### src/rtl/wb_pkg.sv
// Shared types and constants for the writeback port arbiter.
// Holds the queued LU result entry type and register-file constants.
// No logic; imported by the arbiter and its result FIFO.
package wb_pkg;

   localparam int XLEN = 32;
   localparam logic [4:0] REG_ZERO = 5'd0;

   typedef struct packed {
      logic [4:0]      rd;
      logic [XLEN-1:0] data;
   } wb_entry_t;

endpackage

### src/rtl/wb_result_fifo.sv
// Synchronous FIFO of wb_entry_t holding long-latency unit results.
// Latency: an entry pushed at an edge is visible at the head the next cycle.
// Backpressure: push is ignored while full, pop is ignored while empty.
module wb_result_fifo
   import wb_pkg::*;
#(
   parameter int DEPTH = 4
) (
   input  logic      i_clk,
   input  logic      i_rst,
   input  logic      i_push,
   input  wb_entry_t i_push_dat,
   input  logic      i_pop,
   output wb_entry_t o_head,
   output logic      o_full,
   output logic      o_empty
);

   localparam int AW = $clog2(DEPTH);

   wb_entry_t       r_mem [DEPTH];
   logic [AW-1:0]   r_wr_ptr;
   logic [AW-1:0]   r_rd_ptr;
   logic [AW:0]     r_count;

   logic            w_do_push;
   logic            w_do_pop;

   assign o_full    = (r_count == (AW+1)'(DEPTH));
   assign o_empty   = (r_count == '0);
   assign o_head    = r_mem[r_rd_ptr];
   assign w_do_push = i_push & ~o_full;
   assign w_do_pop  = i_pop & ~o_empty;

   // Storage array: written at the tail, no reset needed since count guards reads.
   always_ff @(posedge i_clk) begin
      if (w_do_push) begin
         r_mem[r_wr_ptr] <= i_push_dat;
      end
   end

   // Wrapping pointers plus an occupancy count that tells full from empty.
   always_ff @(posedge i_clk) begin
      if (i_rst) begin
         r_wr_ptr <= '0;
         r_rd_ptr <= '0;
         r_count  <= '0;
      end else begin
         if (w_do_push) begin
            r_wr_ptr <= r_wr_ptr + 1'b1;
         end
         if (w_do_pop) begin
            r_rd_ptr <= r_rd_ptr + 1'b1;
         end
         if (w_do_push && !w_do_pop) begin
            r_count <= r_count + 1'b1;
         end else if (!w_do_push && w_do_pop) begin
            r_count <= r_count - 1'b1;
         end
      end
   end

endmodule

### src/rtl/wb_port_arbiter.sv
// Owns the register-file write port: pipeline WB slot first, queued LU results fill idle slots.
// Latency: write port is combinational; LU results land the cycle after acceptance (0 with WB_LU_BYPASS_EN).
// Backpressure: lu_ready drops when the queue is full; stall_req asks for a bubble when the queue starves.
module wb_port_arbiter
   import wb_pkg::*;
#(
   parameter int DEPTH        = 4,
   parameter int STARVE_LIMIT = 8
) (
   input  logic            i_clk,
   input  logic            i_rst,
   input  logic            i_pipe_valid,
   input  logic            i_pipe_regWrite,
   input  logic            i_pipe_is_memRead,
   input  logic            i_pipe_is_memWrite,
   input  logic [4:0]      i_pipe_rd,
   input  logic [XLEN-1:0] i_pipe_alu_data,
   input  logic [XLEN-1:0] i_pipe_mem_data,
   input  logic            i_lu_valid,
   input  logic [4:0]      i_lu_rd,
   input  logic [XLEN-1:0] i_lu_data,
   output logic            o_lu_ready,
   output logic            o_rf_we,
   output logic [4:0]      o_rf_rd,
   output logic [XLEN-1:0] o_rf_wdata,
   output logic            o_stall_req
);

   localparam int CW = $clog2(STARVE_LIMIT + 1);

   logic            w_pipe_wr;
   logic [XLEN-1:0] w_pipe_dat;
   logic            w_lu_acc;
   logic            w_bypass;
   logic            w_push;
   logic            w_pop;
   logic            w_fifo_full;
   logic            w_fifo_empty;
   wb_entry_t       w_push_dat;
   wb_entry_t       w_head;
   logic [CW-1:0]   w_cnt_nxt;

   logic [CW-1:0]   r_starve_cnt;
   logic            r_stall;

   assign w_pipe_wr = i_pipe_valid & i_pipe_regWrite & ~i_pipe_is_memWrite
                    & (i_pipe_rd != REG_ZERO);

   // Nothing is accepted while reset is held, so reset cleanly drops in-flight LU results.
   assign o_lu_ready = ~i_rst & ~w_fifo_full;
   assign w_lu_acc   = i_lu_valid & o_lu_ready;

`ifdef WB_LU_BYPASS_EN
   // An LU result with nothing ahead of it and an idle slot goes straight to the port.
   assign w_bypass = w_lu_acc & w_fifo_empty & ~w_pipe_wr & (i_lu_rd != REG_ZERO);
`else
   assign w_bypass = 1'b0;
`endif

   // Results for x0 are accepted but never stored, so they are never written.
   assign w_push          = w_lu_acc & (i_lu_rd != REG_ZERO) & ~w_bypass;
   assign w_pop           = ~i_rst & ~w_pipe_wr & ~w_fifo_empty;
   assign w_push_dat.rd   = i_lu_rd;
   assign w_push_dat.data = i_lu_data;
   assign o_stall_req     = r_stall;

   wb_result_fifo #(
      .DEPTH(DEPTH)
   ) u_fifo (
      .i_clk      (i_clk),
      .i_rst      (i_rst),
      .i_push     (w_push),
      .i_push_dat (w_push_dat),
      .i_pop      (w_pop),
      .o_head     (w_head),
      .o_full     (w_fifo_full),
      .o_empty    (w_fifo_empty)
   );

   // WB data select: loads take memory data, stores carry nothing, everything else the ALU result.
   always_comb begin
      w_pipe_dat = i_pipe_alu_data;
      if (i_pipe_is_memRead) begin
         w_pipe_dat = i_pipe_mem_data;
      end else if (i_pipe_is_memWrite) begin
         w_pipe_dat = '0;
      end
   end

   // Write port mux: pipeline, else queue head, else (optionally) bypassed LU result.
   always_comb begin
      o_rf_we    = 1'b0;
      o_rf_rd    = REG_ZERO;
      o_rf_wdata = '0;
      if (!i_rst) begin
         if (w_pipe_wr) begin
            o_rf_we    = 1'b1;
            o_rf_rd    = i_pipe_rd;
            o_rf_wdata = w_pipe_dat;
         end else if (!w_fifo_empty) begin
            o_rf_we    = 1'b1;
            o_rf_rd    = w_head.rd;
            o_rf_wdata = w_head.data;
         end else if (w_bypass) begin
            o_rf_we    = 1'b1;
            o_rf_rd    = i_lu_rd;
            o_rf_wdata = i_lu_data;
         end
      end
   end

   // Starvation count: blocked cycles with work queued, saturating at the limit.
   always_comb begin
      w_cnt_nxt = r_starve_cnt;
      if (w_pop || w_fifo_empty) begin
         w_cnt_nxt = '0;
      end else if (r_starve_cnt != CW'(STARVE_LIMIT)) begin
         w_cnt_nxt = r_starve_cnt + 1'b1;
      end
   end

   // Stall request rises the cycle after the limit is hit and falls the cycle after a pop.
   always_ff @(posedge i_clk) begin
      if (i_rst) begin
         r_starve_cnt <= '0;
         r_stall      <= 1'b0;
      end else begin
         r_starve_cnt <= w_cnt_nxt;
         if (w_pop) begin
            r_stall <= 1'b0;
         end else if (w_cnt_nxt == CW'(STARVE_LIMIT)) begin
            r_stall <= 1'b1;
         end
      end
   end

endmodule

### config.mk
export PLATFORM = sky130hd
export DESIGN_NAME = wb_port_arbiter
export DESIGN_NICKNAME = d
export VERILOG_FILES = /design/src/rtl/wb_pkg.sv /design/src/rtl/wb_result_fifo.sv /design/src/rtl/wb_port_arbiter.sv
export SDC_FILE = /design/constraint.sdc
export NUM_CORES = 1
export LEC_CHECK = 0
export ABC_AREA = 1
export BUFFER_PORTS_ARGS = -buffer_cell sky130_fd_sc_hd__buf_2
export CAP_MARGIN = 20
export CORE_MARGIN = 2
export CORE_UTILIZATION = 59
export DETAILED_ROUTE_END_ITERATION = 16
export PLACE_DENSITY = 0.92
export SYNTH_ARGS = -nofsm -noshare
export SYNTH_HDL_FRONTEND = slang
export SYNTH_SLANG_ARGS = --single-unit
### constraint.sdc
create_clock -name i_clk -period 5.8 [get_ports i_clk]
set_input_delay 0.29 -clock i_clk [delete_from_list [all_inputs] [get_ports i_clk]]
set_output_delay 0.29 -clock i_clk [all_outputs]
set_load 0.1 [all_outputs]
**Word-level counts from Yosys, hierarchy flattened**

Memory sizes are Yosys's and may differ from the RTL's. A register that Yosys moved wholly into a read port is not among the register bits.
Cells that the tools add are included.

- $add $sub $neg: 5
- Equality and inequality tests: 3
- Multiplexer cells: 19
- Bitwise logic cells: 15
- Reductions and logical operators: 10

Operators with widths:

| cell | number |
|---|---|
| 32-bit two-way mux | 5 |
| 5-bit two-way mux | 3 |
| 1-bit bitwise AND | 10 |
| 5-bit nonzero test | 2 |
| 4-bit two-way mux | 2 |
| 3-bit two-way mux | 2 |
| 1-bit two-way mux | 5 |
| 1-bit inverter | 5 |
| 2-bit by 1-bit adder with 2-bit output (second input constant) | 2 |
| 4-bit by 1-bit adder with 4-bit output (second input constant) | 1 |
| 4-bit equality test (second input constant) | 1 |
| 2-bit two-way mux | 2 |
| 4-bit inequality test (second input constant) | 1 |
| 3-bit by 1-bit adder with 3-bit output (second input constant) | 1 |
| 3-bit equality test (second input constant) | 1 |
| 3-bit zero test | 1 |
| 3-bit by 1-bit subtractor with 3-bit output (second input constant) | 1 |
| 1-bit logical AND | 2 |
| 1-bit zero test | 2 |
| 2-bit nonzero test | 1 |
| 2-bit OR reduction | 1 |
| 1-bit logical OR | 1 |

- Bits in registers: 12
- RAM bits: 148
- Input bits: 113
- Output and inout bits: 40
- Logic and storage cells: 58
- Memories: 1

Memory list:

| name | depth | width | rd ports | clocked after memory_dff | write ports | line | source |
|---|---|---|---|---|---|---|---|
| u_fifo.r_mem | 4 | 37 | 1 | 1 | 1 | wb_result_fifo.sv:21 | `wb_entry_t r_mem [DEPTH];` |

**Longest topological paths before layout**

Gate-level depths: netlist of run 1.

- Word-level depth: 10
- Mapped depth: 13
- Mapped depth without buffers: 13

**Cells and area by module**

From an unflattened synthesis of run 1, not the netlist that was laid out.

- Cells, all modules: 714
- Area total of the unflattened synthesis: 7,622.3 um2

By module, submodules not included:

| module | times used | cells an instance | area each (um2) |
|---|---|---|---|
| wb_result_fifo | 1 | 428 | 5,975.7 |
| wb_port_arbiter | 1 | 286 | 1,646.6 |

**Worst setup path before layout of run 1**

OpenSTA, ideal clock, no wires.

- Path kind: register -> register
- Start: register u_fifo.r_count[0]
- End: memory u_fifo.r_mem[0][0] in the netlist's numbering, enable pin
- Setup time: 431 ps
- Arrival time: 4,044 ps
- Required time: 5,369 ps
- Path slack: 1,325 ps
- Cell stages (with the launch flop): 5
- Cell sequence: dfxtp_1 > nor2_2 > a21oi_1 > nand3_2 > nor2_1

- Longest elaborated chain between the ends: 8

Ends and longest elaborated chain:

| element | line | source |
|---|---|---|
| start, declared | wb_result_fifo.sv:24 | `logic [AW:0] r_count;` |
| start signal, assigned | wb_result_fifo.sv:56 | `r_count <= r_count + 1'b1;` |
| start signal, assigned | wb_result_fifo.sv:58 | `r_count <= r_count - 1'b1;` |
| 3-bit equality test | wb_result_fifo.sv:29 | `assign o_full = (r_count == (AW+1)'(DEPTH));` |
| 1-bit inverter | wb_port_arbiter.sv:50 | `assign o_lu_ready = ~i_rst & ~w_fifo_full;` |
| 1-bit bitwise AND | wb_port_arbiter.sv:50 |  |
| net o_lu_ready | wb_port_arbiter.sv:22 | `output logic o_lu_ready,` |
| 1-bit bitwise AND | wb_port_arbiter.sv:51 | `assign w_lu_acc = i_lu_valid & o_lu_ready;` |
| 1-bit bitwise AND | wb_port_arbiter.sv:61 | `assign w_push = w_lu_acc & (i_lu_rd != REG_ZERO) & ~w_bypass;` |
| 1-bit bitwise AND | wb_result_fifo.sv:32 | `assign w_do_push = i_push & ~o_full;` |
| 1-bit two-way mux | wb_result_fifo.sv:37 | `if (w_do_push) begin` |
| 1-bit two-way mux (not written as such) | wb_result_fifo.sv:38 | `r_mem[r_wr_ptr] <= i_push_dat;` |
| end, declared | wb_result_fifo.sv:21 |  |

The timed path passes the listed nets, and every way through them passes these cells.

**Final worst setup path of run 1**

- Start: input i_pipe_rd[4]
- End: output o_rf_wdata[26]

- Longest elaborated chain between the ends: 4

Ends and longest elaborated chain:

| element | line | source |
|---|---|---|
| start, declared | wb_port_arbiter.sv:16 | `input logic [4:0] i_pipe_rd,` |
| 5-bit nonzero test | wb_port_arbiter.sv:47 | `& (i_pipe_rd != REG_ZERO);` |
| 1-bit bitwise AND | wb_port_arbiter.sv:47 |  |
| 32-bit two-way mux | wb_port_arbiter.sv:96 | `if (w_pipe_wr) begin` |
| 32-bit two-way mux | wb_port_arbiter.sv:95 | `if (!i_rst) begin` |
| end, declared | wb_port_arbiter.sv:25 | `output logic [XLEN-1:0] o_rf_wdata,` |

Every way passes these cells.

==> results by group, run 1 <==
Run status
  • Status: finished clean

STA
  • Setup TNS Final: 0 ns
  • Clock Skew: approximately 0.0055 ns
  • RSZ-0062 raised after global routing: no
  • Final Hold Viols: 0
  • Final worst-path cycle share: 0.520
  • Slew Limit Fails: 0
  • Tmin final: 3.02 ns
  • Final setup fails: 0
  • Fmax achieved: 0.332 GHz
  • Hold_ws: 0.0823 ns
  • Slew margin rel.: 0.425
  • Slew @ Worst Pin: 0.859 ns

Final layout
  • Most common cell after layout, fill and taps aside: nand2_1
  • Most frequent cells in the layout: nand2_1, buf_2, edfxtp_1
  • Multi-input gate area: around 2300 um^2
  • Final non-filler cell total: 1,085
  • Net count reported at finish: 1,020
  • Share of cells above drive strength 1: 0.225
  • Layout area overhead: 17.5%
  • Register area: around 4700 um^2
  • FILL cells: 818

Critical path
  • Crit path capture: o_rf_wdata[26]
  • Crit path kind: input pin to primary output
  • Crit-path max FO: 39
  • CP required: 5.51 ns
  • Reg2Reg Depth: 12
  • R2r endpoint: u_fifo.r_count[2]$_SDFFE_PP0P_
  • Reg2reg setup slack: approximately 3.3 ns
  • Startpoint class of the critical path: input pin
  • Origin of the critical flop-to-flop path: u_fifo.r_count[1]$_SDFFE_PP0P_
  • Critical Path AT: 2.73 ns
  • Crit end category: primary output
  • Worst setup path startpoint: i_pipe_rd[4]

Clock tree
  • Clk_lat worst skew: about 0.42 ns
  • CTS tree: yes
  • Post-CTS sizing: 0
  • Root Buffer: clkbuf_16
  • CTS buffer count: 17
  • Setup Fix Bufs, Post-CTS: 0
  • CTS clock-pin slew for the worst setup and hold paths: 0.06 ns
  • Max H-tree Level: 4
  • Sink Count: approximately 160
  • CTS Hold Bufs: 0
  • CTS Buffer Depth: 2

Placement
  • Placed cells: 1,051
  • GPL Wtd Cong: between 0.7 and 0.8
  • PortBufs: 152
  • DP HPWL: 11,200 um

Detailed routing
  • Post-route ant nets: 0
  • DRC errors left: 0
  • Wirelength, routed: 19,800 um
  • DR vias/cell: 5.81
  • Avg WL per Cell: around 18 um
  • Initial detailed-routing violation count: 744
  • Pre-antenna DRT Iters: 6
  • Routed vias: 6,299

Power
  • Leak Pwr: 3.85 nW
  • Internal Power: 2.39 mW
  • Clock share of power: 0.237
  • PD cells: 496 nW/um^2
  • Sequential cell fraction of total power: 0.315
  • Sw Ratio: 0.458
  • Psw: approximately 2 mW
  • Peak VDD IR: between 0.0003 and 0.0004 V
  • Combinational share of power: 0.448

Yosys
  • Area leader, netlist: edfxtp_1
  • Yosys warns: 0
  • Syn_area_per_cell: 9.90 um^2
  • Synthesized flop and latch total: between 150 and 200
  • Mapped Cells: about 770
  • Yosys top cell area share: 0.587
  • Synth cell types: 31
  • Sequential area share after synthesis: 0.624
  • Syn_nets: 886
  • Netlist area before placement: 7570 um^2
  • Area contributors post-synth: edfxtp_1, nand2_1, nand3_1

Global route
  • Pin count of the biggest net entering global routing: 75
  • Initial antenna violation count: 2
  • Gr usage total: 0.289
  • Remaining Overflow, GRT: 0
  • Global-route wire length before repair: 30,800 um
  • Vias in the first global route: 6,197

Floorplan
  • Site Rows: 41
  • Die width: approximately 120 um
  • Die span in y: 117 um
  • Core ar.: about 13,000 um^2
  • Initial core utilization: 0.603
  • Die area: 13,800 um^2
  • I/O pin cnt: 153

Worst hold path
  • Tightest Hold Check Type: input pin to register

Flow run
  • Max-cap violations: 0
==> cell families (layout without fill, tap and decap cells) <==
group	after synthesis	after routing	synth area share
compound gates	107	107	0.0725
xor+xnor	2	2	0.00231
fa+ha+maj	8	8	0.0142
buf+inv	112	259	0.0772
flops	162	162	0.624
other cells	0	1	0
simple gates	374	374	0.210
==> critical path, cell delays in order <==
cell and delay, ns:
buf_2 0.11, nor2_1 0.09, nand4_1 0.12, nand2_2 0.66, inv_2 0.50, o21ai_0 0.28
and3_1 0.24, buf_2 0.43
==> synth_stat cells <==
| master | n |
|---|---|
| and3_1 | 2 |
| o21a_1 | 1 |
| dfxtp_1 | 14 |
| buf_6 | 15 |
| nor3_2 | 1 |
| nand2_2 | 2 |
| nand3_2 | 1 |
| clkbuf_1 | 4 |
| nand3_1 | 123 |
| a21oi_1 | 47 |
| nor2_1 | 63 |
| o211ai_1 | 1 |
| fa_1 | 1 |
| xor2_1 | 2 |
| o21ai_1 | 6 |
| nand4_1 | 1 |
| o22ai_1 | 1 |
| inv_1 | 60 |
| buf_4 | 7 |
| clkbuf_2 | 1 |
| nand2_1 | 177 |
| edfxtp_1 | 148 |
| o21ai_2 | 1 |
| buf_1 | 1 |
| buf_2 | 19 |
| nor2_2 | 2 |
| o21ai_0 | 49 |
| nor3_1 | 2 |
| inv_2 | 5 |
| o22a_1 | 1 |
| ha_1 | 7 |
==> final cells by class <==
| type | count | area share |
|---|---|---|
| multi-input cells | 491 | 0.258 |
| inverters | 65 | 0.0274 |
| flip-flops and latches | 162 | 0.531 |
| well taps | 172 | 0.0242 |
| repair buffers | 162 | 0.0976 |
| diodes | 1 | 0.000281 |
| clock inverters | 15 | 0.0139 |
| clock buffers | 17 | 0.0478 |
==> how the worst min path moves through the flow <==
| stage | from | endpoint | slack, ns | cells past startpoint |
|---|---|---|---|---|
| floorplan | i_rst | u_fifo.r_count[0]$_SDFFE_PP0P_ | 0.36 | 1 |
| global placement | o_stall_req$_SDFFE_PP0N_ | o_stall_req$_SDFFE_PP0N_ | 0.44 | 2 |
| detailed placement | o_stall_req$_SDFFE_PP0N_ | o_stall_req$_SDFFE_PP0N_ | 0.44 | 2 |
| CTS | i_lu_data[3] | u_fifo.r_mem[1][3]$_DFFE_PP_ | 0.08 | 1 |
| global route | i_lu_data[5] | u_fifo.r_mem[1][5]$_DFFE_PP_ | 0.07 | 1 |
| finish | i_lu_data[5] | u_fifo.r_mem[1][5]$_DFFE_PP_ | 0.08 | 1 |
==> registers in the layout, summed over array words and instances, names as in the netlist, named ones only <==
name / cells
u_fifo.r_rd_ptr: 2
o_stall_req: 1
u_fifo.r_mem: 148
u_fifo.r_wr_ptr: 2
u_fifo.r_count: 3
r_starve_cnt: 4
==> power groups by stage <==
stage / logic, mW / registers, mW / clock network [mW]
finish: 1.98 / 1.39 / 1.05
detailed placement: 1.92 / 1.41 / 0
floorplan: 1.62 / 1.41 / 0
global route: 2.10 / 1.40 / 1.09
CTS: 1.96 / 1.39 / 1.04
global placement: 1.87 / 1.41 / 0
==> stage by stage <==
stage                     power (mW)  instance area [um^2]  utilization  setup WS (ns)
after global routing            4.59                  8900        0.708           2.66
final                           4.41                  8900        0.708           2.78
after floorplan                 3.03                  7570            -           1.32
after detailed placement        3.33                  8320        0.662           2.82
after global placement          3.28                  8300        0.660           2.88
after CTS                       4.39                  8870        0.706           2.82
==> routing by layer <==
metal  track usage  vias to the layer above  wire [um]
met4         0.127                        2        657
met1         0.348                     2869       7090
met3        0.0666                       81       2010
li1              -                     2876          -
met5             0                        -         18
met2         0.497                      471      10000
Power figures use the tool's default switching activity.
==> inputs of run 2 (changes only) <==
--- a/config.mk
+++ b/config.mk
@@ -5,13 +5,13 @@
 export SDC_FILE = /design/constraint.sdc
 export NUM_CORES = 1
 export LEC_CHECK = 0
-export ABC_AREA = 1
+export ABC_AREA = 0
 export BUFFER_PORTS_ARGS = -buffer_cell sky130_fd_sc_hd__buf_2
 export CAP_MARGIN = 20
 export CORE_MARGIN = 2
-export CORE_UTILIZATION = 59
+export CORE_UTILIZATION = 49
 export DETAILED_ROUTE_END_ITERATION = 16
-export PLACE_DENSITY = 0.92
+export PLACE_DENSITY = 0.83
 export SYNTH_ARGS = -nofsm -noshare
 export SYNTH_HDL_FRONTEND = slang
 export SYNTH_SLANG_ARGS = --single-unit
==> constraint.sdc (replaced) <==
create_clock -name i_clk -period 2.4 [get_ports i_clk]
set_input_delay 0.12 -clock i_clk [delete_from_list [all_inputs] [get_ports i_clk]]
set_output_delay 0.12 -clock i_clk [all_outputs]
set_load 0.1 [all_outputs]
==> results by group, run 2 <==
Run status
  • Status: complete, but fails checks
  • Failing checks: negative setup slack

Detailed routing
  • Routed vias: 4,852
  • DR vias/cell: 5.74
  • Wirelength, routed: between 15,000 and 20,000 um
  • Post-route ant nets: 0
  • Initial detailed-routing violation count: 331
  • Pre-antenna DRT Iters: 4
  • DRC errors left: 0
  • Avg WL per Cell: a little over 20 um

Global route
  • Initial antenna violation count: 0
  • Gr usage total: 0.242
  • Vias in the first global route: between 5,000 and 6,000
  • Global-route wire length before repair: 26,700 um
  • Pin count of the biggest net entering global routing: 39
  • Remaining Overflow, GRT: 0

Floorplan
  • Core ar.: 14,000 um^2
  • Die width: 124 um
  • Die span in y: 124 um
  • Site Rows: 43
  • Die area: 15,400 um^2
  • I/O pin cnt: 153
  • Initial core utilization: 0.504

Clock tree
  • Max H-tree Level: 4
  • Clk_lat worst skew: 0.42 ns
  • CTS clock-pin slew for the worst setup and hold paths: 0.06 ns
  • CTS buffer count: 17
  • CTS tree: yes
  • Sink Count: 162
  • Root Buffer: clkbuf_16
  • CTS Buffer Depth: 2

Yosys
  • Area contributors post-synth: edfxtp_1, mux4_2, dfxtp_1
  • Synth cell types: 38
  • Yosys warns: 0
  • Area leader, netlist: edfxtp_1
  • Mapped Cells: 442
  • Synthesized flop and latch total: 162
  • Netlist area before placement: 7050 um^2
  • EDFF count, synth: 148
  • Most common cell in the netlist: edfxtp_1
  • Async SR Flop Fraction: 0
  • Sequential area share after synthesis: 0.670
  • Syn_nets: 563
  • Top cells by count, synth: edfxtp_1, mux4_2, a21oi_1, nand2_1, nand3_1
  • Syn_area_per_cell: 16.0 um^2
  • Yosys top cell area share: 0.630
  • Synth Flop Type: edfxtp_1

Power
  • Sw Ratio: 0.374
  • Combinational share of power: 0.426
  • Clock share of power: 0.250
  • Psw: between 3 and 4 mW
  • PD cells: 1070 nW/um^2
  • Leak Pwr: 3.47 nW
  • Sequential cell fraction of total power: 0.324
  • Peak VDD IR: approximately 0.00068 V
  • Internal Power: 6.48 mW

Placement
  • DP HPWL: 11,500 um
  • Setup WS pre-CTS: slightly below 0.08 ns
  • PortBufs: 152
  • GPL Wtd Cong: 0.771

Critical path
  • Crit path kind: input pin to register
  • R2r endpoint: u_fifo.r_count[2]$_SDFFE_PP0P_
  • CP cell instances: dlygate4sd3_1, buf_4, nor2_1, a2111oi_4, ha_2, inv_1, fa_2, xor2_1, or3_1, a21oi_1
  • Reg2reg setup slack: 0.04 ns
  • Reg2Reg Depth: 8
  • CP max stage cell: dlygate4sd3_1
  • Critical Path AT: 2.75 ns
  • Crit end category: register
  • CP Buf/Inv Count: 3
  • CP delay by family, top: buffers and inverters
  • Origin of the critical flop-to-flop path: u_fifo.r_count[2]$_SDFFE_PP0P_
  • Startpoint class of the critical path: input pin
  • CP required: 2.75 ns
  • Crit-path max FO: 5
  • Worst path max stage delay: 0.55 ns

Final layout
  • Utilization after layout: 0.695
  • Share of cells above drive strength 1: 0.448
  • Most frequent cells in the layout: edfxtp_1, buf_2, mux4_2, dlygate4sd3_1, buf_12
  • Layout area overhead: 37.9%
  • Net count reported at finish: 774
  • Most common cell after layout, fill and taps aside: edfxtp_1
  • Top flop regs: u_fifo.r_mem (148), r_starve_cnt (4), u_fifo.r_count (3)
  • # diodes: 0
  • FILL cells: just over 900
  • Max reg flops: 148
  • Largest reg by FF count: u_fifo.r_mem

STA
  • Slew Limit Fails: 0
  • Fmax achieved: between 0.4 and 0.5 GHz
  • Final worst-path cycle share: 1.00
  • Tmin final: between 2 and 2.5 ns
  • Clock Skew: 0.00716 ns
  • Final setup fails: 1
  • Slew @ Worst Pin: 0.582 ns
  • Final setup margin: -0.00262 ns
  • Final Hold Viols: 0
  • Slew margin rel.: 0.611

Worst hold path
  • Worst hold path depth: 3
  • Hold path start: i_pipe_is_memWrite
  • Tightest Hold Check Type: input pin to register
  • Worst Hold End: r_starve_cnt[1]$_SDFF_PP0_

Flow run
  • Max-cap violations: 0
## run 2: changes by cell type in the layout (fill, tap and decap cells not counted), moves of 40 or more
cell and change:
o21ai_0 -46, nand2_1 -141, nand3_1 -92, nor2_1 -43, inv_1 -52, a21oi_1 -40
## run 2: cell families (layout without fill, tap and decap cells)
group	Yosys count	count (layout)	share of synthesized area
flip-flops	162	162	0.670
AND/OR/NAND/NOR	106	106	0.0701
AO/OA/AOI/OAI	82	82	0.0850
multiplexers	40	40	0.123
buffers and inverters	39	262	0.0307
adder cells (fa/ha/maj)	8	8	0.0153
XOR/XNOR	5	5	0.00621
## run 2: metrics by stage
step | std cells | total power [mW] | instance area, um^2 | TNS [ns] | hold slack, ns
2_1_floorplan | 442 | 6.27 | 7160 | -2.30 | 0.219
3_3_place_gp | 766 | 7.55 | 8690 | 0 | 0.331
3_5_place_dp | 766 | 7.64 | 8690 | 0 | 0.340
4_1_cts | 834 | 10.3 | 9630 | 0 | 0.178
5_1_grt | 845 | 10.7 | 9720 | -0.0151 | 0.216
6_report | 845 | 10.4 | 9720 | -0.00262 | 0.194
## run 2: repair_timing
action | in CTS | in global routing
setup buffers | 0 | 11
gates resized for setup | 1 | 4
hold buffers | 37 | 0
hold endpoints to repair | 148 | 0
pin swaps | 0 | 3
endpoints found under the setup margin | 6 | 4
## run 2: area by class of cell
| cell class | count | area (um^2) | share of cell area |
|---|---|---|---|
| clock buffers | 17 | 425 | 0.0438 |
| inverters | 8 | 30.0 | 0.00309 |
| flip-flops and latches | 162 | 4730 | 0.487 |
| clock inverters | 14 | 143 | 0.0147 |
| multi-input cells | 241 | 2240 | 0.230 |
| well taps | 180 | 225 | 0.0232 |
| repair buffers | 223 | 1930 | 0.198 |
## run 2: worst reg2reg max path, cell delays in order (launching register included)
cell	delay [ns]
dfxtp_1	0.36
nor3b_1	0.19
a2111oi_4	0.27
ha_2	0.27
inv_1	0.07
fa_2	0.40
xor2_1	0.19
or3_1	0.40
a21oi_1	0.15
## run 2: power by group through the flow
stage	clock network [mW]	logic (mW)	registers [mW]
after floorplan	0	2.92	3.35
after global placement	0	4.16	3.39
after detailed placement	0	4.23	3.41
after CTS	2.62	4.32	3.36
after global routing	2.74	4.61	3.38
final	2.59	4.41	3.36
## run 2: worst max path at each step
stage | startpoint | endpoint | slack [ns] | cells after the start
floorplan | u_fifo.r_count[0]$_SDFFE_PP0P_ | o_rf_wdata[26] | -0.71 | 4
global placement | u_fifo.r_count[0]$_SDFFE_PP0P_ | u_fifo.r_count[2]$_SDFFE_PP0P_ | 0.32 | 8
detailed placement | u_fifo.r_count[0]$_SDFFE_PP0P_ | u_fifo.r_count[2]$_SDFFE_PP0P_ | 0.08 | 8
CTS | u_fifo.r_count[0]$_SDFFE_PP0P_ | u_fifo.r_count[2]$_SDFFE_PP0P_ | 0.02 | 8
global route | i_lu_rd[2] | u_fifo.r_count[2]$_SDFFE_PP0P_ | -0.02 | 10
finish | i_lu_rd[2] | u_fifo.r_count[2]$_SDFFE_PP0P_ | -0.003 | 10
## run 2: routing by layer
| metal | global-route usage | wire (um) |
|---|---|---|
| met4 | 0.0850 | 335 |
| met2 | 0.426 | 9150 |
| met5 | 0 | 0 |
| met3 | 0.0604 | 1280 |
| met1 | 0.293 | 6770 |
==> inputs of run 3 (changes only) <==
--- a/config.mk
+++ b/config.mk
@@ -8,7 +8,6 @@
 export ABC_AREA = 0
 export BUFFER_PORTS_ARGS = -buffer_cell sky130_fd_sc_hd__buf_2
 export CAP_MARGIN = 20
-export CORE_MARGIN = 2
 export CORE_UTILIZATION = 49
 export DETAILED_ROUTE_END_ITERATION = 16
 export PLACE_DENSITY = 0.83
==> results by group, run 3 (synthesis gave the netlist of run 2 again) <==
Critical path
  • Crit end category: register
  • Crit-path max FO: 5
  • Worst path max stage delay: 0.56 ns
  • Crit path kind: input pin to register
  • CP delay by family, top: buffers and inverters
  • Startpoint class of the critical path: input pin
  • Critical path depth: 10
  • CP Buf/Inv Count: 3
  • Reg2Reg Depth: 8
  • CP required: 2.74 ns
  • CP cell instances: dlygate4sd3_1, buf_6, nor2_1, a2111oi_4, ha_2, inv_1, fa_2, xor2_1, or3_1, a21oi_2
  • Critical Path AT: 2.62 ns
  • CP max stage cell: dlygate4sd3_1

Detailed routing
  • DR vias/cell: 5.79
  • Routed vias: 4,833
  • Initial detailed-routing violation count: around 400
  • Pre-antenna DRT Iters: 5
  • Wirelength, routed: approximately 17,000 um
  • Post-route ant nets: 0
  • Avg WL per Cell: 20.2 um
  • DRC errors left: 0

Final layout
  • Max reg flops: roughly 150
  • Most common cell after layout, fill and taps aside: edfxtp_1
  • Top flop regs: u_fifo.r_mem (148), r_starve_cnt (4), u_fifo.r_count (3)
  • Net count reported at finish: 762
  • Most frequent cells in the layout: edfxtp_1, buf_2, dlygate4sd3_1
  • # diodes: 0
  • Utilization after layout: 0.689
  • Layout area overhead: 36.1%
  • Largest reg by FF count: u_fifo.r_mem
  • Share of cells above drive strength 1: 0.437
  • FILL cells: 968

Global route
  • Remaining Overflow, GRT: 0
  • Gr usage total: 0.241
  • Vias in the first global route: 5,035
  • Initial antenna violation count: 0
  • Global-route wire length before repair: 26,000 um
  • Pin count of the biggest net entering global routing: 39

STA
  • Slew @ Worst Pin: 1.04 ns
  • Hold_ws: 0.0352 ns
  • Final setup fails: 0
  • Tmin final: about 2.3 ns
  • Fmax achieved: 0.440 GHz
  • RSZ-0062 raised after global routing: no
  • Final worst-path cycle share: 0.947
  • Slew margin rel.: 0.307
  • Final setup margin: 0.126 ns
  • Final Hold Viols: 0
  • Slew Limit Fails: 0
  • Clock Skew: between 0.008 and 0.009 ns
  • Setup TNS Final: 0 ns

Power
  • Psw: 3.85 mW
  • Clock share of power: 0.258
  • Internal Power: around 6.4 mW
  • Sequential cell fraction of total power: 0.332
  • Leak Pwr: 3.41 nW
  • PD cells: 1060 nW/um^2
  • Peak VDD IR: 0.000705 V
  • Total chip power: 10.2 mW
  • Combinational share of power: 0.411
  • Sw Ratio: 0.377

Placement
  • DP HPWL: 10,800 um
  • Setup WS pre-CTS: 0.161 ns
  • PortBufs: between 150 and 200
  • GPL Wtd Cong: 0.846

Clock tree
  • Sink Count: ~160
  • Setup Fix Bufs, Post-CTS: 0
  • Max H-tree Level: 4
  • CTS buffer count: 17
  • CTS Buffer Depth: 2
  • Root Buffer: clkbuf_16
  • CTS clock-pin slew for the worst setup and hold paths: 0.06 ns
  • CTS tree: yes
  • Clk_lat worst skew: about 0.41 ns

Floorplan
  • Die area: 14,900 um^2
  • Core ar.: around 14,000 um^2
  • Site Rows: 43
  • Initial core utilization: 0.506
  • Die span in y: 122 um
  • I/O pin cnt: between 150 and 200
  • Die width: 122 um

Worst hold path
  • Worst hold path depth: 2
  • Tightest Hold Check Type: input pin to register

Flow run
  • Max-cap violations: 0

Run status
  • Status: finished clean
## run 3: cell types whose count changed in the layout (fill, tap and decap cells not counted), moves of 2 or more
cell / delta
clkinv_4: -2
clkinvlp_4: -3
buf_12: -5
inv_6: +5
buf_4: -9
buf_6: +2
## run 3: metrics by stage
| step | std cells | instance area, um^2 |
|---|---|---|
| CTS | 833 | 9560 |
| global route | 834 | 9600 |
| detailed placement | 764 | 8610 |
| global placement | 764 | 8610 |
| floorplan | 442 | 7160 |
| finish | 834 | 9600 |
## run 3: layout make-up
class | count | area, um^2 | area share
Sequential cell | 162 | 4730 | 0.493
Multi-Input combinational cell | 241 | 2240 | 0.234
Timing Repair Buffer | 211 | 1790 | 0.186
Clock buffer | 17 | 425 | 0.0443
Tap cell | 180 | 225 | 0.0235
Clock inverter | 15 | 156 | 0.0163
Inverter | 8 | 30.0 | 0.00313
## run 3: final timing paths
| path | start | endpoint | slack, ns |
|---|---|---|---|
| worst max-delay path | i_lu_rd[4] | u_fifo.r_count[2]$_SDFFE_PP0P_ | 0.13 |
| worst min register to register | o_stall_req$_SDFFE_PP0N_ | o_stall_req$_SDFFE_PP0N_ | 0.48 |
| worst max register to register | u_fifo.r_count[1]$_SDFFE_PP0P_ | u_fifo.r_count[2]$_SDFFE_PP0P_ | 0.17 |
| worst min-delay path | i_rst | u_fifo.r_count[0]$_SDFFE_PP0P_ | 0.04 |
## run 3: power by group through the flow
stage          sequential, mW  combinational (mW)  clock, mW
5_1_grt                  3.41                4.38       2.79
2_1_floorplan            3.35                2.92          0
3_5_place_dp             3.44                4.13          0
3_3_place_gp             3.43                4.07          0
6_report                 3.39                4.19       2.63
4_1_cts                  3.39                4.20       2.67
## run 3: routing by layer
layer | GRT usage | vias to the layer above | part of all wire
li1 | - | 2150 | -
met1 | 0.301 | 2439 | 0.40
met2 | 0.422 | 226 | 0.52
met3 | 0.0501 | 18 | 0.068
met4 | 0.0725 | 0 | 0.011
met5 | 0 | - | 0
## run 3: worst reg2reg max path: stages, from the launching register on
cell and delay (ns):
dfxtp_1 0.42, nor3b_1 0.13, a2111oi_4 0.29, ha_2 0.26
inv_1 0.07, fa_2 0.38, xor2_1 0.16, or3_1 0.33
a21oi_2 0.14
## run 3: timing repair
action / 4_1_cts / 5_1_grt
pin swaps: 0 / 2
resized for setup: 1 / 9
endpoints found under the setup margin: 5 / 1
hold endpoints to repair: 148 / 1
hold buffers: 37 / 1
